===== config.mk =====
export PLATFORM = sky130hd
export DESIGN_NAME = alarm_msg_display
export DESIGN_NICKNAME = d
export VERILOG_FILES = /design/src/rtl/alarm_disp_pkg.sv /design/src/rtl/alarm_msg_display_seg7_char_dec.sv /design/src/rtl/alarm_msg_display.sv
export SDC_FILE = /design/constraint.sdc
export NUM_CORES = 1
export LEC_CHECK = 0
export CAP_MARGIN = 40
export CORE_ASPECT_RATIO = 0.5
export CORE_MARGIN = 8
export CORE_UTILIZATION = 25
export CTS_CLUSTER_DIAMETER = 120
export DETAILED_ROUTE_END_ITERATION = 10
export GPL_ROUTABILITY_DRIVEN = 0
export SYNTH_ARGS = -nofsm -noshare
export SYNTH_HDL_FRONTEND = slang
export SYNTH_HIERARCHICAL = 1
export SYNTH_SLANG_ARGS = --single-unit

===== constraint.sdc =====
create_clock -name clk -period 17.32 [get_ports clk]
set_clock_uncertainty 0.15 [all_clocks]
set_input_delay 2.598 -clock clk [delete_from_list [all_inputs] [get_ports clk]]
set_output_delay 2.598 -clock clk [all_outputs]
set_load 0.02 [all_outputs]

===== src/rtl/alarm_disp_pkg.sv =====
// Shared definitions for the alarm front-panel message engine:
// character codes, mode and state encodings, and the segment table.
package alarm_disp_pkg;

  typedef logic [4:0] char_t;

  // Character codes 0..9 are the decimal digits themselves.
  localparam char_t CH_A     = 5'd10;
  localparam char_t CH_E     = 5'd11;
  localparam char_t CH_H     = 5'd12;
  localparam char_t CH_L     = 5'd13;
  localparam char_t CH_O     = 5'd14;
  localparam char_t CH_P     = 5'd15;
  localparam char_t CH_U     = 5'd16;
  localparam char_t CH_R     = 5'd17;
  localparam char_t CH_DASH  = 5'd18;
  localparam char_t CH_BLANK = 5'h1F;

  // Display modes; 2'b11 behaves as static.
  localparam logic [1:0] MODE_STATIC = 2'b00;
  localparam logic [1:0] MODE_BLINK  = 2'b01;
  localparam logic [1:0] MODE_SCROLL = 2'b10;

  // FSM states.
  localparam logic [1:0] ST_IDLE     = 2'd0;
  localparam logic [1:0] ST_SHOW_ON  = 2'd1;
  localparam logic [1:0] ST_SHOW_OFF = 2'd2;
  localparam logic [1:0] ST_SCROLL   = 2'd3;

  // Active-high segment pattern, bit 0 = a ... bit 6 = g.
  // Codes without a glyph decode as blank.
  function automatic logic [6:0] char_segments(input char_t code);
    logic [6:0] pat;
    case (code)
      5'd0:     pat = 7'h3F;
      5'd1:     pat = 7'h06;
      5'd2:     pat = 7'h5B;
      5'd3:     pat = 7'h4F;
      5'd4:     pat = 7'h66;
      5'd5:     pat = 7'h6D;
      5'd6:     pat = 7'h7D;
      5'd7:     pat = 7'h07;
      5'd8:     pat = 7'h7F;
      5'd9:     pat = 7'h6F;
      CH_A:     pat = 7'h77;
      CH_E:     pat = 7'h79;
      CH_H:     pat = 7'h76;
      CH_L:     pat = 7'h38;
      CH_O:     pat = 7'h3F;
      CH_P:     pat = 7'h73;
      CH_U:     pat = 7'h3E;
      CH_R:     pat = 7'h50;
      CH_DASH:  pat = 7'h40;
      default:  pat = 7'h00;
    endcase
    return pat;
  endfunction

endpackage


===== src/rtl/alarm_msg_display_seg7_char_dec.sv =====
// Combinational character-code to active-high 7-segment decoder.
module seg7_char_dec
  import alarm_disp_pkg::*;
(
  input  logic [4:0] code,
  output logic [6:0] pattern
);

  // Table lookup; unknown codes come back blank.
  always_comb begin
    pattern = char_segments(code);
  end

endmodule


===== src/rtl/alarm_msg_display.sv =====
// N-digit 7-segment message engine: writable character buffer shown
// static, blinking or scrolling, stepped by an internal prescaler tick.
//
// Control interface: wr_en, start and stop are single-cycle strobes with
// no back-pressure; each is acted on at the rising edge where it is high.
// stop beats start, rst beats everything.
module alarm_msg_display
  import alarm_disp_pkg::*;
#(
  parameter int NUM_DIGITS = 4,
  parameter int MSG_LEN    = 8,
  parameter int TICK_DIV   = 25_000_000,
  parameter bit ACTIVE_LOW = 1'b1
) (
  input  logic                           clk,
  input  logic                           rst,
  input  logic                           wr_en,
  input  logic [$clog2(MSG_LEN)-1:0]     wr_addr,
  input  logic [4:0]                     wr_char,
  input  logic [$clog2(MSG_LEN+1)-1:0]   msg_len,
  input  logic [1:0]                     mode,
  input  logic                           start,
  input  logic                           stop,
  output logic                           busy,
  output logic [7*NUM_DIGITS-1:0]        seg
);

  localparam int AW = $clog2(MSG_LEN);
  localparam int LW = $clog2(MSG_LEN + 1);
  localparam int CW = (TICK_DIV > 2) ? $clog2(TICK_DIV) : 1;
  localparam int IW = $clog2(MSG_LEN + NUM_DIGITS + 1);
  localparam int SW = 7 * NUM_DIGITS;

  char_t            buffer [MSG_LEN];
  logic [1:0]       state;
  logic [1:0]       mode_q;
  logic [LW-1:0]    len_q;
  logic [LW-1:0]    offset;
  logic [CW-1:0]    cnt;
  logic             tick;
  logic [LW-1:0]    len_start;
  char_t            digit_code [NUM_DIGITS];
  logic [SW-1:0]    digit_pat;

  assign tick = (cnt == CW'(TICK_DIV - 1));

  // Buffer slot for digit i while scrolling: (off + i) mod len, done by
  // repeated subtraction since off + i never exceeds len + NUM_DIGITS - 2.
  function automatic logic [AW-1:0] scroll_addr(input logic [LW-1:0] off,
                                                 input logic [LW-1:0] len,
                                                 input int digit);
    logic [IW-1:0] v;
    v = IW'(off) + IW'(digit);
    for (int k = 0; k < NUM_DIGITS; k++) begin
      if (v >= IW'(len)) v = v - IW'(len);
    end
    return v[AW-1:0];
  endfunction

  // Clamp requested length to 1..MSG_LEN for latching at start.
  always_comb begin
    len_start = msg_len;
    if (msg_len == '0) begin
      len_start = LW'(1);
    end else if (msg_len > LW'(MSG_LEN)) begin
      len_start = LW'(MSG_LEN);
    end
  end

  // Character buffer; out-of-range addresses match no slot and are dropped.
  always_ff @(posedge clk) begin
    if (rst) begin
      for (int i = 0; i < MSG_LEN; i++) buffer[i] <= CH_BLANK;
    end else begin
      for (int i = 0; i < MSG_LEN; i++) begin
        if (wr_en && (wr_addr == AW'(i))) buffer[i] <= wr_char;
      end
    end
  end

  // Display FSM with prescaler and scroll offset.
  always_ff @(posedge clk) begin
    if (rst) begin
      state  <= ST_IDLE;
      mode_q <= MODE_STATIC;
      len_q  <= LW'(1);
      offset <= '0;
      cnt    <= '0;
    end else if (stop) begin
      state  <= ST_IDLE;
      offset <= '0;
      cnt    <= '0;
    end else if (start) begin
      mode_q <= mode;
      len_q  <= len_start;
      offset <= '0;
      cnt    <= '0;
      state  <= (mode == MODE_SCROLL) ? ST_SCROLL : ST_SHOW_ON;
    end else begin
      if (state != ST_IDLE) cnt <= tick ? '0 : cnt + 1'b1;
      if (tick) begin
        case (state)
          ST_SHOW_ON:  if (mode_q == MODE_BLINK) state <= ST_SHOW_OFF;
          ST_SHOW_OFF: state <= ST_SHOW_ON;
          ST_SCROLL:   offset <= (offset == len_q - 1'b1) ? '0 : offset + 1'b1;
          default:     ;
        endcase
      end
    end
  end

  // Pick the character each digit shows in the current state.
  always_comb begin
    for (int i = 0; i < NUM_DIGITS; i++) begin
      digit_code[i] = CH_BLANK;
      case (state)
        ST_SHOW_ON: if (IW'(i) < IW'(len_q)) digit_code[i] = buffer[AW'(i)];
        ST_SCROLL:  digit_code[i] = buffer[scroll_addr(offset, len_q, i)];
        default:    ;
      endcase
    end
  end

  for (genvar g = 0; g < NUM_DIGITS; g++) begin : g_dec
    seg7_char_dec u_dec (
      .code    (digit_code[g]),
      .pattern (digit_pat[7*g +: 7])
    );
  end

  // Registered outputs; polarity applied only here.
  always_ff @(posedge clk) begin
    if (rst) begin
      seg  <= ACTIVE_LOW ? {SW{1'b1}} : {SW{1'b0}};
      busy <= 1'b0;
    end else begin
      seg  <= ACTIVE_LOW ? ~digit_pat : digit_pat;
      busy <= (state != ST_IDLE);
    end
  end

endmodule

==> run summary <==
Slack of the worst reg-to-reg path = 7480 ps
Status = completed
DR vias/cell = 4.95
# IOs = 48
Post-synthesis cell area = 10300 um^2
Total vias in the final route = 8780
Setup violations, final = 0
Most numerous cell in the Yosys netlist = nor2_1
Initial antenna violation count = 0
Synth Warn # = 6
Sequential element share of the synthesized area = 0.245
Final #Nets = 1358
Core area = 40500 um^2
Layout cells sized above 1 = 0.0746
Final Hold Fails = 0
Layout area overhead = 13.2%
Placed insts = 1756
CTS Buf Count = 9
Critical path launch point type = flip-flop
Max Transition Viols Final = 0
CTS resizes = 0
CP endpoint kind = flip-flop
Post-synth top area share = 0.128
Worst VDD drop = 0.0966 mV
Postcts setup bufs = 0
DRC = 0
Top post-synthesis cells by count = nor2_1, nand2_1, ha_1, mux2i_1, inv_1
Clk root buf = clkbuf_16
Clk sinks = 106
Initial Util = 0.254
Worst Path Max Fanout = 16
H-tree depth = 3
Maximum number of pins on one net before global-route repair = 52
Syn avg cell area = 8.61 um^2
IO buf count = 47
Die area = 48300 um^2
Max-Cap Viols = 0
Crit Path Category = reg -> reg
Num rows = 52
Crit-path max cell delay = 750 ps
Unrepaired setup endpoints after global routing = no
Util after Layout = 0.288
Clock latency on the worst-skew pair = 360 ps
Initial DRC count = 650
Remaining global-route overflow = 0
Design Area, Final = 11600 um^2
Max-slew headroom = 0.371
Clock buffer depth = 2
Vias in the first global route = 8472
Fmax = 0.102 GHz
Final HPWL DP = 20.4 mm
Die height = 159 um
Non-Filler Instances = 1773
Final WL = 27.0 mm
Post-DP Area = 11300 um^2
CP top delay family = compound AO/OA/AOI/OAI gates
Worst hold slack = 360 ps
Hold buffers post-CTS = 0
Synth Register Bits = 106
Post-Syn Instances = 1194
Chip Width = 303 um
Post-detailed-route count of antenna-violating nets = 0
GRT Total Usage = 0.109
Worst slew pin tran = 939 ps
Share of synthesized registers carrying an async set or reset = 0
First-pass GRT wire length = 44.1 mm
Min-Delay Path Class = reg -> reg
Primary FF master, synth = dfxtp_1
Buf+Inv Stages, Crit Path = 3
Critical path arrival = 9950 ps
Pwr dens = 172 nW/um^2
Ant diodes = 0
Most area-consuming cells after synthesis = dfxtp_1, edfxtp_1, ha_1, mux2i_1, nor2_1
Worst-path clk slew = 90 ps
Tcrit/Tclk final = 0.568
Critical path's slowest cell = mux2i_4
Unique masters post-synth = 85
Drt pass-1 iters = 5
Routed length per instance = 15.2 um
Leak = 4.79 nW
Setup TNS Final = 0 ps
Min cycle time layout = 9840 ps
CP Data Required Time = 17430 ps
Synth Net Count = 1324
Area leader, netlist = dfxtp_1
Post-synth EDFFs = 40
CTS tree = yes
## kinds of logic (layout without fill, tap and decap cells)
| family | count (synthesis) | count (layout) | synth area share |
|---|---|---|---|
| multiplexers | 113 | 113 | 0.121 |
| buffers and inverters | 117 | 156 | 0.0523 |
| adder cells (fa/ha/maj) | 111 | 111 | 0.147 |
| flip-flops | 106 | 106 | 0.245 |
| AND/OR/NAND/NOR | 395 | 395 | 0.189 |
| AO/OA/AOI/OAI | 297 | 297 | 0.198 |
| XOR/XNOR | 55 | 55 | 0.0468 |
## final timing paths
check	from	to	cells past startpoint
max reg2reg	offset[2]	seg[15]	31
min reg2reg	cnt[22]	cnt[22]	2
min	cnt[22]	cnt[22]	2
max	offset[2]	seg[15]	31
## state kept, by name (all words and copies together), names as in the netlist
register  flops
buffer       40
busy          1
cnt          25
len_q         4
mode_q        2
offset        4
seg          28
state         2
## placed cells by master, fill, tap and decap left out, types with 7 or more instances in the layout
master	n
nor2_1	112
nand2_1	103
ha_1	95
mux2i_1	80
inv_1	76
dfxtp_1	66
a21oi_1	61
o21ai_0	52
clkdlybuf4s50_1	47
nand2b_1	44
edfxtp_1	40
xnor2_1	31
nand3_1	25
nor2b_1	24
xor2_1	24
a21o_1	23
mux2_2	16
fa_1	16
o21ai_1	15
buf_4	14
nor3_1	13
o211ai_1	12
a211oi_1	11
a31oi_1	11
o22ai_1	11
nor3b_1	10
nand3b_1	10
clkbuf_16	9
and2_1	8
a21boi_0	8
o21a_1	8
or2_2	8
or3_1	7
o32a_1	7
mux2_1	7
and3_1	7
## power by group
group / internal, mW / switching, mW
clock network: 0.105 / 0.114
logic: 0.683 / 0.816
registers: 0.268 / 0.0145
## cell type report
class / instances / area, um^2
Multi-Input combinational cell: 971 / 7240
Tap cell: 540 / 676
Fill cell: 4309 / 28800
Inverter: 76 / 285
Clock inverter: 7 / 91.3
Clock buffer: 9 / 225
Sequential cell: 106 / 2520
Timing Repair Buffer: 64 / 606
## metal layers
| metal | GRT usage | vias up | part of all wire |
|---|---|---|---|
| li1 | - | 4361 | - |
| met1 | 0.142 | 4215 | 0.47 |
| met2 | 0.188 | 157 | 0.47 |
| met3 | 0.00882 | 47 | 0.028 |
| met4 | 0.0393 | 0 | 0.027 |
| met5 | 0 | - | 0 |
## per-stage QoR
stage                     power, mW  setup WS (ps)
after global routing           2.16           6720
after CTS                      1.99           7510
after detailed placement       1.77           7550
after global placement         1.73           7470
after floorplan                1.56           8050
final                          2.00           7480
## worst min-delay path: stages (launching register included)
cell	delay, ps
dfxtp_1	330
o21ai_0	70
a21oi_1	60
Power figures use the tool's default switching activity.
